[config.mk]
export PLATFORM = sky130hd
export DESIGN_NAME = mux_scan_ctrl
export DESIGN_NICKNAME = d
export VERILOG_FILES = /design/src/rtl/mux_scan_ctrl.sv
export SDC_FILE = /design/constraint.sdc
export NUM_CORES = 1
export LEC_CHECK = 0
export ABC_AREA = 1
export CAP_MARGIN = 20
export CORE_ASPECT_RATIO = 0.9
export CORE_MARGIN = 4
export CORE_UTILIZATION = 41
export DETAILED_ROUTE_END_ITERATION = 16
export DONT_BUFFER_PORTS = 1
export PLACE_DENSITY = 0.57
export SYNTH_ARGS = -nofsm -noshare
export SYNTH_HDL_FRONTEND = slang
export SYNTH_SLANG_ARGS = --single-unit
export TNS_END_PERCENT = 100
[constraint.sdc]
create_clock -name clk_i -period 1.6 [get_ports clk_i]
set_clock_uncertainty 0.05 [all_clocks]
set_input_delay 0.32 -clock clk_i [delete_from_list [all_inputs] [get_ports clk_i]]
set_output_delay 0.32 -clock clk_i [all_outputs]
set_load 0.01 [all_outputs]
[src/rtl/mux_scan_ctrl.sv]
// Scan controller for an sn74151 8:1 selector: steps SEL 0..7, samples Z per channel, delivers the byte on valid/ready.
// Optional change-detect IRQ is built when MUX_SCAN_IRQ_EN is defined; otherwise irq_o is tied low.
module mux_scan_ctrl #(
    parameter int unsigned SETTLE = 2
) (
    input  logic       clk_i,
    input  logic       rst_i,
    input  logic       start_i,
    input  logic       cont_i,
    output logic [2:0] sel_o,
    output logic       e_n_o,
    input  logic       z_i,
    output logic [7:0] data_o,
    output logic       valid_o,
    input  logic       ready_i,
    output logic       busy_o,
    output logic       irq_o
);
    typedef enum logic [1:0] {S_IDLE, S_SETTLE, S_SAMPLE, S_HOLD} state_t;

    localparam logic       ZERO_SETTLE = (SETTLE == 0);
    localparam logic [3:0] CNT_LAST    = (SETTLE == 0) ? 4'd0 : 4'(SETTLE - 1);

    state_t     state_q, state_d;
    logic [3:0] cnt_q, cnt_d;
    logic [2:0] sel_q, sel_d;
    logic       e_n_q, e_n_d;
    logic [7:0] shreg_q, shreg_d;
    logic [7:0] data_q, data_d;
    logic       valid_q, valid_d;
    logic [7:0] word_w;

    always_ff @(posedge clk_i) begin
        if (rst_i) begin
            state_q <= S_IDLE;
            cnt_q   <= 4'd0;
            sel_q   <= 3'd0;
            e_n_q   <= 1'b1;
            shreg_q <= 8'h00;
            data_q  <= 8'h00;
            valid_q <= 1'b0;
        end else begin
            state_q <= state_d;
            cnt_q   <= cnt_d;
            sel_q   <= sel_d;
            e_n_q   <= e_n_d;
            shreg_q <= shreg_d;
            data_q  <= data_d;
            valid_q <= valid_d;
        end
    end

    always_comb begin
        state_d = state_q;
        cnt_d   = cnt_q;
        sel_d   = sel_q;
        e_n_d   = e_n_q;
        shreg_d = shreg_q;
        data_d  = data_q;
        valid_d = valid_q;
        // Word as it will look once the current channel's level is merged in
        word_w         = shreg_q;
        word_w[sel_q]  = z_i;
        case (state_q)
            S_IDLE: begin
                if (start_i) begin
                    sel_d   = 3'd0;
                    e_n_d   = 1'b0;
                    cnt_d   = 4'd0;
                    state_d = ZERO_SETTLE ? S_SAMPLE : S_SETTLE;
                end
            end
            S_SETTLE: begin
                if (cnt_q == CNT_LAST) begin
                    cnt_d   = 4'd0;
                    state_d = S_SAMPLE;
                end else begin
                    cnt_d = cnt_q + 4'd1;
                end
            end
            S_SAMPLE: begin
                shreg_d = word_w;
                cnt_d   = 4'd0;
                if (sel_q != 3'd7) begin
                    sel_d   = sel_q + 3'd1;
                    state_d = ZERO_SETTLE ? S_SAMPLE : S_SETTLE;
                end else begin
                    data_d  = word_w;
                    valid_d = 1'b1;
                    e_n_d   = 1'b1;
                    state_d = S_HOLD;
                end
            end
            S_HOLD: begin
                if (ready_i) begin
                    valid_d = 1'b0;
                    sel_d   = 3'd0;
                    if (cont_i) begin
                        e_n_d   = 1'b0;
                        cnt_d   = 4'd0;
                        state_d = ZERO_SETTLE ? S_SAMPLE : S_SETTLE;
                    end else begin
                        state_d = S_IDLE;
                    end
                end
            end
            default: state_d = S_IDLE;
        endcase
    end

`ifdef MUX_SCAN_IRQ_EN
    logic       hold_entry;
    logic [7:0] prev_q;
    logic       irq_q;

    assign hold_entry = (state_q == S_SAMPLE) && (sel_q == 3'd7);

    always_ff @(posedge clk_i) begin
        if (rst_i) begin
            prev_q <= 8'h00;
            irq_q  <= 1'b0;
        end else begin
            irq_q <= hold_entry && (word_w != prev_q);
            if (hold_entry) prev_q <= word_w;
        end
    end

    assign irq_o = irq_q;
`else
    assign irq_o = 1'b0;
`endif

    assign sel_o   = sel_q;
    assign e_n_o   = e_n_q;
    assign data_o  = data_q;
    assign valid_o = valid_q;
    assign busy_o  = (state_q != S_IDLE);

endmodule

## Word-level counts from Yosys, hierarchy flattened

Index checks and enable logic that the tools add are counted.
W data, S select, Z words.

| storage, ports and cells | value |
|---|---|
| input bits | 6 |
| output and inout bits | 15 |
| register bits | 27 |
| logic and storage cells | 59 |

| cells by class | value |
|---|---|
| order comparisons | 2 |
| bitwise operators | 1 |
| add/subtract/negate cells | 2 |
| equality and inequality tests | 11 |
| muxes and demuxes | 25 |
| reductions and logical operators | 11 |

Operators with widths:

| kind | number |
|---|---|
| $mux W4 | 4 |
| $pmux W4 S4 | 1 |
| $ne A2 B2 Y1 const B | 6 |
| $mux W3 | 3 |
| $pmux W3 S3 | 1 |
| $reduce_and A3 Y1 | 3 |
| $bwmux W8 | 1 |
| $mux W2 | 4 |
| $pmux W2 S4 | 1 |
| $mux W1 | 7 |
| $reduce_and A5 Y1 | 1 |
| $add A4 B1 Y4 const B | 1 |
| $eq A2 B2 Y1 const B | 2 |
| $eq A4 B1 Y1 const B | 1 |
| $lt A3 B4 Y1 const B | 1 |
| $reduce_and A4 Y1 | 1 |
| $reduce_bool A2 Y1 | 2 |
| $add A3 B1 Y3 const B | 1 |
| $demux W1 S3 | 1 |
| $ge A3 B1 Y1 const B | 1 |
| $ne A3 B3 Y1 const B | 1 |
| $pmux W1 S3 | 1 |
| $reduce_bool A3 Y1 | 1 |
| $eq A2 B1 Y1 const B | 1 |
| 5 further kinds | 5 |

## Longest topological paths before layout

| logic depth | value |
|---|---|
| word-level depth | 5 |
| mapped depth | 9 |

## Worst setup path before layout

OpenSTA, ideal clock, no wires.

| path | value |
|---|---|
| kind | register to register |
| start | register state_q[0] |
| end | register sel_q[2], in the netlist sel_o[2] |
| slack | 0.130 ns |
| period minus slack after synthesis | 1.470 ns |
| arrival time | 1.307 ns |
| cell stages (with the launch flop) | 8 |
| setup time | 0.113 ns |
| buffers on the path | 0 |
| cell sequence | dfxtp_1 > inv_1 > ha_1 > or2_4 > a21oi_4 > nand2_1 > nand2_1 > nor2_1 |

| on the way | value |
|---|---|
| word-level cells in the longest chain between the ends | 3 |
| elaborated cells between the ends (all ways) | 9 |
| classes of those cells | 5 x eq/ne; 1 x mux; 3 x reduce/logical |

RTL lines:

| what | RTL line | RTL |
|---|---|---|
| from (decl) | 24 | `state_t state_q, state_d;` |
| from (signal assigned) | 43 | `state_q <= state_d;` |
| $eq A2 B2 Y1 / $logic_not A2 Y1 (equally long branches) | 64 | `case (state_q)` |
| $ne A2 B2 Y1 (no line) / $reduce_bool A3 Y1 (equally long branches) | -- |  |
| $reduce_and A4 Y1 (no line) | -- |  |
| to (signal assigned) | 45 | `sel_q <= sel_d;` |
| to (decl) | 26 | `logic [2:0] sel_q, sel_d;` |

Several ways; a longest one is shown, not always the timed one.
A chain may end at the register's enable or synchronous reset.

## Final worst setup path

| path | value |
|---|---|
| start | register state_q[1] |
| end | register sel_q[2], in the netlist sel_o[2] |

The elaborated chain is that of the path after synthesis.

==> flow_results.xml <==
<?xml version="1.0" encoding="UTF-8"?>
<metrics>
  <group name="worst_setup_path">
    <metric name="rr_worst_depth" unit="">7</metric>
    <metric name="timing.critical_path.slowest_cell_delay" unit="ns">0.37</metric>
    <metric name="cp-end-kind" unit="">register</metric>
    <metric name="sequence_of_cells_on_the_critical_path" unit="">inv_1 -&gt; ha_4 -&gt; or2_4 -&gt; a21oi_4 -&gt; nand2_1 -&gt; nand2_1 -&gt; nor2_1</metric>
    <metric name="cp_num_cells" unit="">7</metric>
    <metric name="cell_type_of_the_slowest_stage_on_the_worst_timing_path" unit="">sky130_fd_sc_hd__dfxtp_4</metric>
    <metric name="critPathArrivalTime" unit="ns">1.60</metric>
    <metric name="timing.critical_path.fanout_max" unit="">6</metric>
    <metric name="critical_path.n_buffers_inverters" unit="">1</metric>
    <metric name="cp_top_delay_family" unit="">simple AND/OR/NAND/NOR gates</metric>
    <metric name="timing.critical_path.required" unit="ns">1.72</metric>
    <metric name="setup.worst_path.class" unit="">reg -&gt; reg</metric>
    <metric name="critPathMostFrequentCell" unit="">sky130_fd_sc_hd__nand2_1</metric>
    <metric name="critPathLaunchType" unit="">register</metric>
  </group>
  <group name="clock_tree">
    <metric name="cts_tree" unit="">done</metric>
    <metric name="cts-htree-levels" unit="">1</metric>
    <metric name="worst_skew_pair.late_latency" unit="ns">0.27</metric>
    <metric name="clk_transition_reported_paths" unit="ns">0.09</metric>
    <metric name="postCtsHoldBufs" unit="">0</metric>
    <metric name="clock_tree.buffer_depth" unit="">2</metric>
    <metric name="cts_inserted_buffers" unit="">3</metric>
    <metric name="root_buffer" unit="">sky130_fd_sc_hd__clkbuf_8</metric>
    <metric name="numClockSinks" unit="">27</metric>
  </group>
  <group name="synthesis">
    <metric name="synth_enable_flop_cells" unit="">0</metric>
    <metric name="ys_ff_latch" unit="">27</metric>
    <metric name="ys_async_sr_fraction" unit="">0</metric>
    <metric name="syn-num-nets" unit="">241</metric>
    <metric name="synthesized_cell_area" unit="mm^2">0.00151</metric>
    <metric name="netlist_instances" unit="">226</metric>
    <metric name="synth-warning-count" unit="">0</metric>
    <metric name="synth_ff_type" unit="">sky130_fd_sc_hd__dfxtp_1</metric>
    <metric name="synth_area_per_cell" unit="um^2">6.69</metric>
    <metric name="synth_cell_types" unit="">21</metric>
    <metric name="synth_sequential_area_ratio" unit="">0.358</metric>
  </group>
  <group name="power">
    <metric name="power.leakage" unit="nW">0.840</metric>
    <metric name="power_density" unit="mW/mm^2">1480</metric>
    <metric name="final_total_power" unit="mW">2.47</metric>
    <metric name="vdd_ir_drop_max" unit="V">0.000636</metric>
  </group>
  <group name="place">
    <metric name="place_inst" unit="">275</metric>
    <metric name="port-buffer-count" unit="">0</metric>
    <metric name="detailed_place_hpwl" unit="um">2240</metric>
    <metric name="place_worst_setup_slack" unit="ns">0.0598</metric>
    <metric name="postPlaceCellArea" unit="mm^2">0.00160</metric>
    <metric name="globalplace.congestion" unit="">0.789</metric>
  </group>
  <group name="worst_hold_path">
    <metric name="min_path_type" unit="">in -&gt; reg</metric>
    <metric name="min_path_cells" unit="">1</metric>
  </group>
  <group name="cells_and_area">
    <metric name="postLayoutCoreUtil" unit="">0.484</metric>
    <metric name="flow.area_growth_from_synthesis" unit="%">10.5</metric>
    <metric name="layout.cells.non_filler" unit="">279</metric>
    <metric name="post-route-cell-area" unit="mm^2">0.00167</metric>
    <metric name="final_net_count" unit="">251</metric>
    <metric name="antenna-diode-count" unit="">0</metric>
    <metric name="final-seq-area" unit="um^2">546</metric>
    <metric name="multiInputGateArea" unit="um^2">796</metric>
    <metric name="share_of_post_route_cells_with_drive_strength_above_1" unit="">0.123</metric>
    <metric name="fillers" unit="">370</metric>
  </group>
  <group name="drt">
    <metric name="drt_first_iter_violations" unit="">93</metric>
    <metric name="route.detailed.vias_per_inst" unit="">4.50</metric>
    <metric name="detail_route.wl_per_cell" unit="um">10.7</metric>
    <metric name="ant_nets" unit="">0</metric>
    <metric name="total_routed_length" unit="um">2980</metric>
    <metric name="drc_errors" unit="">0</metric>
    <metric name="routed-via-count" unit="">1255</metric>
    <metric name="first_pass_iteration_count_of_the_detailed_router" unit="">4</metric>
  </group>
  <group name="sta">
    <metric name="finalSetupTns" unit="ns">0</metric>
    <metric name="fmax" unit="MHz">677</metric>
    <metric name="minimum_clock_period_after_layout" unit="ns">1.48</metric>
    <metric name="grt_setup_unrepaired" unit="">false</metric>
    <metric name="hold_slack" unit="ns">0.0538</metric>
    <metric name="finalMaxSlewViolations" unit="">0</metric>
    <metric name="fin_crit_sh" unit="">0.923</metric>
    <metric name="hold_viol_final" unit="">0</metric>
    <metric name="fin_ws" unit="ns">0.122</metric>
    <metric name="final_report_setup_violation_count" unit="">0</metric>
  </group>
  <group name="global_routing">
    <metric name="track_usage" unit="">0.142</metric>
    <metric name="via_count_of_the_first_global_routing_pass" unit="">1186</metric>
    <metric name="number_of_antenna_violations_at_the_first_check_in_global_routing" unit="">0</metric>
    <metric name="grt_max_degree" unit="">22</metric>
    <metric name="grt_pass1_wl" unit="um">5310</metric>
    <metric name="overflow_after_grt" unit="">0</metric>
  </group>
  <group name="floorplanning">
    <metric name="rows" unit="">20</metric>
    <metric name="core_region_area" unit="mm^2">0.00345</metric>
    <metric name="chipWidth" unit="um">72</metric>
    <metric name="top_level_i_o_count" unit="">21</metric>
    <metric name="dieHeight" unit="um">65.6</metric>
    <metric name="design.die.area" unit="mm^2">0.00472</metric>
    <metric name="initial_utilization" unit="">0.438</metric>
  </group>
  <group name="flow_run">
    <metric name="number_of_maximum_capacitance_constraint_violations" unit="">0</metric>
  </group>
  <group name="status">
    <metric name="run_status" unit="">completed</metric>
  </group>
</metrics>
-- cell families (layout without fill, tap and decap cells) --
group	after synthesis	in the layout	synth area share
AOI/OAI and AO/OA	30	30	0.120
other	1	1	0.00248
buffers and inverters	44	53	0.127
and+or+nand+nor	115	115	0.318
adders and majority gates	9	9	0.0745
DFF	27	27	0.358
-- path summary, 6_finish.rpt --
| check | start | endpoint | slack [ns] |
|---|---|---|---|
| worst min-delay path | rst_i | state_q[1] | 0.05 |
| worst max-delay path | state_q[1] | sel_o[2] | 0.12 |
| worst min register to register | state_q[1] | state_q[1] | 0.47 |
| worst max register to register | state_q[1] | sel_o[2] | 0.12 |
-- state kept, by name, indices dropped and copies added, names as in the netlist --
signal	flops
e_n_o	1
sel_o	3
data_o	8
state_q	2
shreg_q	8
cnt_q	4
valid_o	1
-- worst reg2reg max path: cells and delay by family, from the launching register on --
family | cells | cell delay (ns)
DFF | 1 | 0.37
and+or+nand+nor | 4 | 0.42
adders and majority gates | 1 | 0.21
buffers and inverters | 1 | 0.11
AOI/OAI and AO/OA | 1 | 0.22
-- power by group --
| part | switching (mW) | internal (mW) |
|---|---|---|
| Combinational | 0.707 | 0.463 |
| Clock | 0.202 | 0.178 |
| Sequential | 0.102 | 0.814 |
| Total | 1.01 | 1.46 |
-- metal layers --
layer / GRT usage / routed length (um) / vias to the layer above
met4: 0.0282 / 17 / 0
met2: 0.218 / 1190 / 19
met5: 0 / 0 / -
met3: 0.0520 / 157 / 2
li1: - / - / 714
met1: 0.190 / 1620 / 520
-- cell usage in the layout (no fill, tap or decap), types with 6 or more instances in the layout --
cell and n:
sky130_fd_sc_hd__o211ai_1 8, sky130_fd_sc_hd__dfxtp_1 25, sky130_fd_sc_hd__ha_1 7, sky130_fd_sc_hd__inv_1 34, sky130_fd_sc_hd__buf_4 12, sky130_fd_sc_hd__nand3_1 15, sky130_fd_sc_hd__o21ai_0 15, sky130_fd_sc_hd__a21oi_1 6
sky130_fd_sc_hd__nand2_1 49, sky130_fd_sc_hd__nor2_1 43
-- area by class of cell --
class | instances | area share
sequential | 27 | 0.327
tap | 44 | 0.0330
timing repair buffer | 12 | 0.0539
clock buffer | 4 | 0.0270
multi-input combinational | 155 | 0.476
inverter | 37 | 0.0831
-- cells in the mapped netlist, types with 2 or more instances --
| master | number | area, um^2 |
|---|---|---|
| sky130_fd_sc_hd__o21ai_0 | 15 | 75.1 |
| sky130_fd_sc_hd__a21oi_1 | 6 | 30.0 |
| sky130_fd_sc_hd__nand3_1 | 15 | 75.1 |
| sky130_fd_sc_hd__dfxtp_1 | 27 | 541 |
| sky130_fd_sc_hd__nor2_1 | 43 | 161 |
| sky130_fd_sc_hd__ha_1 | 9 | 113 |
| sky130_fd_sc_hd__inv_1 | 35 | 131 |
| sky130_fd_sc_hd__buf_6 | 3 | 33.8 |
| sky130_fd_sc_hd__nand4_1 | 2 | 12.5 |
| sky130_fd_sc_hd__clkbuf_1 | 2 | 7.51 |
| sky130_fd_sc_hd__inv_2 | 2 | 7.51 |
| sky130_fd_sc_hd__nand2_2 | 2 | 12.5 |
| sky130_fd_sc_hd__o211ai_1 | 8 | 60.1 |
| sky130_fd_sc_hd__nand2_1 | 50 | 188 |
-- what timing repair did --
item / 4_1_cts / 5_1_grt
endpoints found under the setup margin: 0 / 13
buffers inserted: 0 / 0
gates resized for setup: 0 / 7
(Power assumes the default switching activity.)
